`src/rtl/im_loadable.sv`:
```
// im_loadable: writable instruction memory for the ARM-subset core.
// Holds DEPTH 32-bit words in a synchronous-read array. A byte-serial boot
// loader writes the array, assembling bytes little-endian. After reset a
// hardware walk clears the array.
//
// Ports:
//   clk, rst       system clock, synchronous active-high reset
//   fetch_en       fetch request (serviced in IDLE only)
//   PC_in          byte address of the instruction
//   instruction    registered fetched word (0 on a faulting fetch)
//   instr_valid    a fetch was accepted on the previous edge
//   misaligned     registered: fetched PC had PC_in[1:0] != 0
//   out_of_range   registered: fetched PC had PC_in[31:2] >= DEPTH
//   busy           FSM is not in IDLE (clearing or loading)
//   ld_start       begin a load session at word 0
//   ld_byte_valid  ld_byte is presented
//   ld_byte        program byte
//   ld_last        final byte of the session
//   ld_ready       loader accepts a byte this cycle
//   ld_done        one-cycle pulse when a session finishes
module im_loadable #(
    parameter int DEPTH = 64
) (
    input  logic        clk,
    input  logic        rst,
    input  logic        fetch_en,
    input  logic [31:0] PC_in,
    output logic [31:0] instruction,
    output logic        instr_valid,
    output logic        misaligned,
    output logic        out_of_range,
    output logic        busy,
    input  logic        ld_start,
    input  logic        ld_byte_valid,
    input  logic [7:0]  ld_byte,
    input  logic        ld_last,
    output logic        ld_ready,
    output logic        ld_done
);

    localparam int unsigned AW = $clog2(DEPTH);
    localparam int unsigned PW = AW + 1;

    typedef enum logic [1:0] {
        ST_CLEAR = 2'd0,
        ST_IDLE  = 2'd1,
        ST_LOAD  = 2'd2
    } state_t;

    state_t state;
    state_t state_next;

    logic [31:0]   mem [DEPTH];
    logic [AW-1:0] clr_idx;
    logic [PW-1:0] ptr;
    logic [1:0]    bcnt;
    logic [23:0]   asm_q;

    logic          accept;
    logic          word_full;
    logic          session_end;
    logic          clear_last;
    logic          fetch_go;
    logic          pc_mis;
    logic          pc_oor;
    logic [AW-1:0] fetch_idx;
    logic          mem_we;
    logic [AW-1:0] mem_addr;
    logic [31:0]   mem_wdata;
    logic [31:0]   assembled;

    // State register
    always_ff @(posedge clk) begin
        if (rst) begin
            state <= ST_CLEAR;
        end else begin
            state <= state_next;
        end
    end

    // Next-state logic
    always_comb begin
        state_next = state;
        unique case (state)
            ST_CLEAR: if (clear_last)  state_next = ST_IDLE;
            ST_IDLE:  if (ld_start)    state_next = ST_LOAD;
            ST_LOAD:  if (session_end) state_next = ST_IDLE;
            default:                   state_next = ST_CLEAR;
        endcase
    end

    // Current byte merged into the partial word; missing upper bytes read as 0
    always_comb begin
        assembled = '0;
        unique case (bcnt)
            2'd0:    assembled = {24'd0, ld_byte};
            2'd1:    assembled = {16'd0, ld_byte, asm_q[7:0]};
            2'd2:    assembled = {8'd0, ld_byte, asm_q[15:0]};
            default: assembled = {ld_byte, asm_q};
        endcase
    end

    // Output / control decode from state
    always_comb begin
        busy        = (state != ST_IDLE);
        ld_ready    = (state == ST_LOAD) && (ptr < PW'(DEPTH));
        accept      = ld_ready && ld_byte_valid;
        word_full   = accept && (bcnt == 2'd3);
        // Session ends on ld_last, or when the final word of the array fills
        session_end = accept && (ld_last || (word_full && (ptr == PW'(DEPTH - 1))));
        clear_last  = (state == ST_CLEAR) && (clr_idx == AW'(DEPTH - 1));
        fetch_go    = (state == ST_IDLE) && fetch_en;
        pc_mis      = |PC_in[1:0];
        pc_oor      = |PC_in[31:AW+2];
        fetch_idx   = PC_in[AW+1:2];

        mem_we    = 1'b0;
        mem_addr  = clr_idx;
        mem_wdata = '0;
        if (state == ST_CLEAR) begin
            mem_we = 1'b1;
        end else if (accept && (word_full || ld_last)) begin
            mem_we    = 1'b1;
            mem_addr  = ptr[AW-1:0];
            mem_wdata = assembled;
        end
    end

    // Instruction array write port (clear walk or loader)
    always_ff @(posedge clk) begin
        if (mem_we && !rst) begin
            mem[mem_addr] <= mem_wdata;
        end
    end

    // Clear index, loader pointer, byte count, assembly register, done pulse
    always_ff @(posedge clk) begin
        if (rst) begin
            clr_idx <= '0;
            ptr     <= '0;
            bcnt    <= '0;
            asm_q   <= '0;
            ld_done <= 1'b0;
        end else begin
            ld_done <= session_end;
            if (state == ST_CLEAR) begin
                clr_idx <= clr_idx + AW'(1);
            end
            if ((state == ST_IDLE) && ld_start) begin
                ptr   <= '0;
                bcnt  <= '0;
                asm_q <= '0;
            end
            if (accept) begin
                bcnt <= bcnt + 2'd1;
                unique case (bcnt)
                    2'd0:    asm_q[7:0]   <= ld_byte;
                    2'd1:    asm_q[15:8]  <= ld_byte;
                    2'd2:    asm_q[23:16] <= ld_byte;
                    default: asm_q        <= '0;
                endcase
                if (word_full) begin
                    ptr <= ptr + PW'(1);
                end
                // A partial final word is already written; drop the leftovers
                if (ld_last) begin
                    bcnt  <= '0;
                    asm_q <= '0;
                end
            end
        end
    end

    // Registered fetch result; held when no fetch is accepted
    always_ff @(posedge clk) begin
        if (rst) begin
            instruction  <= '0;
            instr_valid  <= 1'b0;
            misaligned   <= 1'b0;
            out_of_range <= 1'b0;
        end else begin
            instr_valid <= fetch_go;
            if (fetch_go) begin
                misaligned   <= pc_mis;
                out_of_range <= pc_oor;
                instruction  <= (pc_mis || pc_oor) ? 32'd0 : mem[fetch_idx];
            end
        end
    end

endmodule

```
`config.mk`:
```
export PLATFORM = sky130hd
export DESIGN_NAME = im_loadable
export DESIGN_NICKNAME = d
export VERILOG_FILES = /design/src/rtl/im_loadable.sv
export SDC_FILE = /design/constraint.sdc
export NUM_CORES = 2
export LEC_CHECK = 0
export CAP_MARGIN = 20
export CORE_MARGIN = 2
export CORE_UTILIZATION = 46
export DETAILED_ROUTE_END_ITERATION = 16
export PLACE_DENSITY = 0.66
export SLEW_MARGIN = 0
export SYNTH_ARGS = -nofsm -noshare
export SYNTH_HDL_FRONTEND = slang
export SYNTH_SLANG_ARGS = --single-unit
```
`constraint.sdc`:
```
create_clock -name clk -period 3.88 [get_ports clk]
set_input_delay 0.388 -clock clk [delete_from_list [all_inputs] [get_ports clk]]
set_output_delay 0.388 -clock clk [all_outputs]
set_load 0.05 [all_outputs]
```
Word-level counts from Yosys, hierarchy flattened
Memory sizes are Yosys's and may differ from the RTL's.
Index checks and enable logic that the tools add are counted.
W data, S select, Z words.
{"block": "op_classes", "mux": 26, "n_bitwise": 0, "n_eq_ne": 11, "n_reduce_logical": 23, "order_cmp": 1, "n_div": 0, "shifts": 0, "addsub": 3, "multipliers": 0}
{"cell": "$mux W32", "count": 3}
{"cell": "$pmux W32 S3", "count": 1}
{"cell": "$mux W24", "count": 3}
{"cell": "$pmux W8 S2", "count": 3}
{"cell": "$reduce_or A24 Y1", "count": 1}
{"cell": "$mux W7", "count": 3}
{"cell": "$mux W2", "count": 6}
{"cell": "$mux W6", "count": 2}
{"cell": "$logic_and A1 B1 Y1", "count": 10}
{"cell": "$reduce_or A2 Y1", "count": 4}
{"cell": "$add A7 B1 Y7 const B", "count": 1}
{"cell": "$eq A7 B6 Y1 const B", "count": 1}
{"cell": "$lt A7 B7 Y1 const B", "count": 1}
{"cell": "$add A6 B1 Y6 const B", "count": 1}
{"cell": "$eq A2 B2 Y1 const B", "count": 3}
{"cell": "$eq A6 B6 Y1 const B", "count": 1}
{"cell": "$ne A2 B2 Y1 const B", "count": 3}
{"cell": "$pmux W2 S3", "count": 1}
{"cell": "$eq A2 B1 Y1 const B", "count": 2}
{"cell": "$logic_not A2 Y1", "count": 2}
{"cell": "$mux W1", "count": 4}
{"cell": "$logic_or A1 B1 Y1", "count": 3}
{"cell": "$reduce_and A3 Y1", "count": 1}
{"cell": "$add A2 B1 Y2 const B", "count": 1}
{"cell": "other kinds (3)", "count": 3}
{"block": "totals", "latchBits": 0, "n_memories": 1, "rom_bits": 0, "output_inout_bits": 38, "ramBits": 2048, "ff_bits": 77}
{"name": "mem", "words": 64, "word_bits": 32, "rd": 1, "rd_clocked_by_memory_dff": 0, "write_ports": 1, "line": "53", "text": "logic [31:0] mem [DEPTH];"}

Depth between registers and ports, before layout
{"block": "depth", "depth_word": 11, "ltp_mapped": 11, "depth_no_buf": 7}

Worst setup path before layout
No wires, ideal clock.
{"block": "synth_timing", "path_type": "register -> register", "from": "register state[1]", "to": "memory mem[34][0], enable pin", "arrival_ps": 2945, "t_required_ps": 3459, "n_path_buf": 2, "period_less_slack_ps": 3366, "setup_slack_ps": 514, "path_stages_with_launch": 8, "setup_ps": 421, "path_cell_list": "dfxtp_1 nand4bb_1 nor2_1 buf_2 mux2i_1 or2_2 clkbuf_1 nor2_1"}
{"block": "synth_between", "elab_chain_len": 11}
{"element": "start: declaration", "line": "50", "text": "state_t state;"}
{"element": "start signal: assignment", "line": "77", "text": "state <= state_next;"}
{"element": "$eq A2 B2 Y1", "line": "106", "text": "ld_ready = (state == ST_LOAD) && (ptr < PW'(DEPTH));"}
{"element": "$logic_and A1 B1 Y1", "line": "106"}
{"element": "$logic_and A1 B1 Y1", "line": "107", "text": "accept = ld_ready && ld_byte_valid;"}
{"element": "$logic_and A1 B1 Y1", "line": "108", "text": "word_full = accept && (bcnt == 2'd3);"}
{"element": "$logic_or A1 B1 Y1", "line": "122", "text": "end else if (accept && (word_full || ld_last)) begin"}
{"element": "$logic_and A1 B1 Y1", "line": "122"}
{"element": "$mux W1", "line": "122"}
{"element": "$mux W1", "line": "120", "text": "if (state == ST_CLEAR) begin"}
{"element": "$logic_and A1 B1 Y1", "line": "131", "text": "if (mem_we && !rst) begin"}
{"element": "$mux W1", "line": "131"}
{"element": "$mux W1 (implied by the code)", "line": "132", "text": "mem[mem_addr] <= mem_wdata;"}
{"element": "end: declaration", "line": "53"}
Several ways; a longest one is shown, not always the timed one.

Final worst setup path
{"block": "layout_timing", "from": "register state[1]", "to": "memory mem[14][20], enable pin"}
The elaborated chain is that of the path after synthesis.

==> flow_metrics.tcl <==
set metrics [dict create \
    outcome "finished, final reports clean" \
    clk_pin_slew_worst_paths_ns 0.06 \
    clock-sinks 2125 \
    route.antenna.remaining_nets 0 \
    netlist_instances 4184 \
    worstReg2RegEnd "mem[14][20]" \
    synth-edff-count 2048 \
    p_int_mw 36.4 \
    clock_latency_ns 0.84 \
    synth.most_common_cell "edfxtp_1" \
    power.density_nw_per_um2 480 \
    synth_area_um2 82200 \
    top_level_ports 84 \
    holdCritStartpoint "PC_in[0]" \
    grt_max_degree 76 \
    die_area_um2 182000 \
    drtIter0Drc 5124 \
    drc 0 \
    dpl_worst_slack_ns 0.334 \
    max_stage_delay_ns 0.53 \
    cts_made_buffers 206 \
    cts_resized 0 \
    vias_per_cell 6.02 \
    path_class "reg -> reg" \
    vias 42500 \
    layout-drive-gt1-share 0.228 \
    drtPass1Iterations 6 \
    seq_power_share 0.542 \
    power_mw 45.8 \
    setup-tns-final_ns 0 \
    postCtsHoldBufs 0 \
    grt_use_total 0.231 \
    critPathCaptureType "register" \
    wl_um 210000 \
    maxSlewViolCount 0 \
    die_h_um 427 \
    grt_pass1_wl_um 300000 \
    io_buffer_count 83 \
    rsz0062_at_grt "false" \
    cpMostUsedCell "buf_4" \
    layout_min_cycle_time_ns 3.06 \
    finalCritPeriodShare 0.789 \
    synth_commonest_cells "edfxtp_1 (2,048), mux2i_1 (379), mux4_2 (336), nor2_1 (234), nand2_1 (112)" \
    ys.flop_type "edfxtp_1" \
    rows 155 \
    synth-seq-area-share 0.767 \
    fillCellCount 13600 \
    hold_viol 0 \
    area_delta_synth_final_pct 16.3 \
    setup_violations 0 \
    skew_ns 0.0382 \
    max-slew-margin-rel 0.349 \
    start_kind "register" \
    cts-root-buf "clkbuf_16" \
    htree_levels 4 \
    core_area_um2 178000 \
    arrival_ns 3.53 \
    min_path_cells 3 \
    worst_pin_slew_ns 0.974 \
    fin_ws_ns 0.818 \
    crit_required_ns 4.35 \
    ir_drop_mv 0.335 \
    leakage_nw 31.1 \
    cp_slowest_cell "dfxtp_1" \
    yosysTopAreaCell "edfxtp_1" \
    postCtsSetupBuffers 0 \
    r2r_setup_slack_ns 0.82 \
    pwr-share-clk 0.425 \
    p_switching_mw 9.44 \
    yosysWarnings 0 \
    dp_hpwl_um 123000 \
    worst-path-max-fanout 32 \
    synthDistinctLibCells 58 \
    worstHoldPathType "in -> reg" \
    crit_chain "nand4bb_1, nor2_1, buf_4, mux2i_1, buf_4, nand2_1, nor2_4, buf_4" \
    antenna_found_initial 10 \
    synthArstFlopShare 0 \
    r2r_cells 8 \
    gr-total-overflow 0 \
    synth_fp_nets 4237 \
    ys_top_cells_by_area "edfxtp_1 (75%), mux4_2 (9.2%), mux2i_1 (4.6%)" \
    netlist.area_leader.share 0.748 \
    start_util 0.462 \
    clk_path_buf_depth 3 \
    fmax_mhz 327 \
    grt_pass1_vias 41800 \
    maxCapViolations 0 \
    nets 4575 \
    detail_route.wl_per_cell_um 29.7 \
    die_x_um 427 \
    min_to "misaligned" \
    combPwrFrac 0.033 \
    cts_tree "built" \
    swShare 0.206 \
    place.gp.congestion 0.809 \
    reg2reg_from "state[1]" \
    synth_area_per_cell_um2 19.6 \
    yosys_register_bits 2125 \
]
==> critical path: cells and delay by family (launching register included) <==
kind | cells | cell delay (ns)
buffers and inverters | 3 | 0.87
AND/OR/NAND/NOR | 4 | 1.02
multiplexers | 1 | 0.22
flip-flops | 1 | 0.53
==> area by class of cell <==
cell class | instances | area, µm² | area share
inverters | 9 | 33.8 | 0.000354
clock buffers | 277 | 5610 | 0.0588
diodes | 3 | 7.51 | 0.0000786
repair buffers | 378 | 4290 | 0.0449
flip-flops and latches | 2125 | 63000 | 0.660
well taps | 2355 | 2950 | 0.0308
clock inverters | 110 | 1000 | 0.0105
multi-input cells | 1802 | 18600 | 0.195
==> flip-flops by register name, summed over array words and instances, names as in the netlist <==
| name | flops |
|---|---|
| asm_q | 24 |
| bcnt | 2 |
| clr_idx | 6 |
| instr_valid | 1 |
| instruction | 32 |
| ld_done | 1 |
| mem | 2048 |
| misaligned | 1 |
| out_of_range | 1 |
| ptr | 7 |
| state | 2 |
==> cells by family after synthesis <==
kind of cell,Yosys count,share of synthesized area
buf+inv,257,0.0150
compound gates,519,0.0445
xor+xnor,6,0.000639
flops,2125,0.767
fa+ha+maj,7,0.00107
simple gates,523,0.0290
mux,747,0.143
==> worst max path at each step <==
stage              from         endpoint  slack, ns  cells after the start
2_1_floorplan  state[1]       mem[34][0]       0.51                      7
3_3_place_gp   PC_in[2]  instruction[21]      -0.04                      8
3_5_place_dp   PC_in[2]   instruction[2]       0.33                     10
4_1_cts        state[1]      mem[12][26]       0.85                      8
5_1_grt        state[1]      mem[12][26]       0.67                      8
6_report       state[1]      mem[14][20]       0.82                      8
==> through the flow <==
stage / utilization / cell area, µm² / cells / hold slack, ns
2_1_floorplan: - / 82200 / 4184 / 0.449
3_3_place_gp: 0.499 / 88900 / 6667 / 0.456
3_5_place_dp: 0.499 / 88900 / 6669 / 0.465
4_1_cts: 0.537 / 95500 / 7056 / 0.172
5_1_grt: 0.537 / 95500 / 7057 / 0.205
6_report: 0.537 / 95500 / 7059 / 0.221
==> layout by cell type (no fill, tap or decap), types with 36 or more instances in the layout <==
cell and n:
o22ai_1 92, a22oi_1 74, mux4_2 336, nor2b_1 57, clkinv_2 39, clkbuf_1 54, nor2_1 145, nor2_4 89
nand3_1 36, nand2_1 112, buf_4 196, clkdlybuf4s50_1 78, clkinv_1 41, edfxtp_1 2048, dfxtp_1 77, mux2i_1 379
clkbuf_16 208, a2111oi_0 41, buf_12 99, a211oi_1 73, a21oi_1 80
==> power by group through the flow <==
| stage | Sequential [mW] | Combinational, mW | Clock [mW] |
|---|---|---|---|
| floorplan | 25.3 | 0.880 | 0 |
| global placement | 25.3 | 1.49 | 0 |
| detailed placement | 25.3 | 1.50 | 0 |
| CTS | 24.8 | 1.50 | 19.8 |
| global route | 24.8 | 1.57 | 20.6 |
| finish | 24.8 | 1.50 | 19.5 |
==> per-layer routing <==
metal | track usage | part of all wire
met5 | 0 | 0.00013
met1 | 0.320 | 0.40
met2 | 0.360 | 0.47
met3 | 0.0563 | 0.098
met4 | 0.0763 | 0.032
Power figures use the tool's default switching activity.
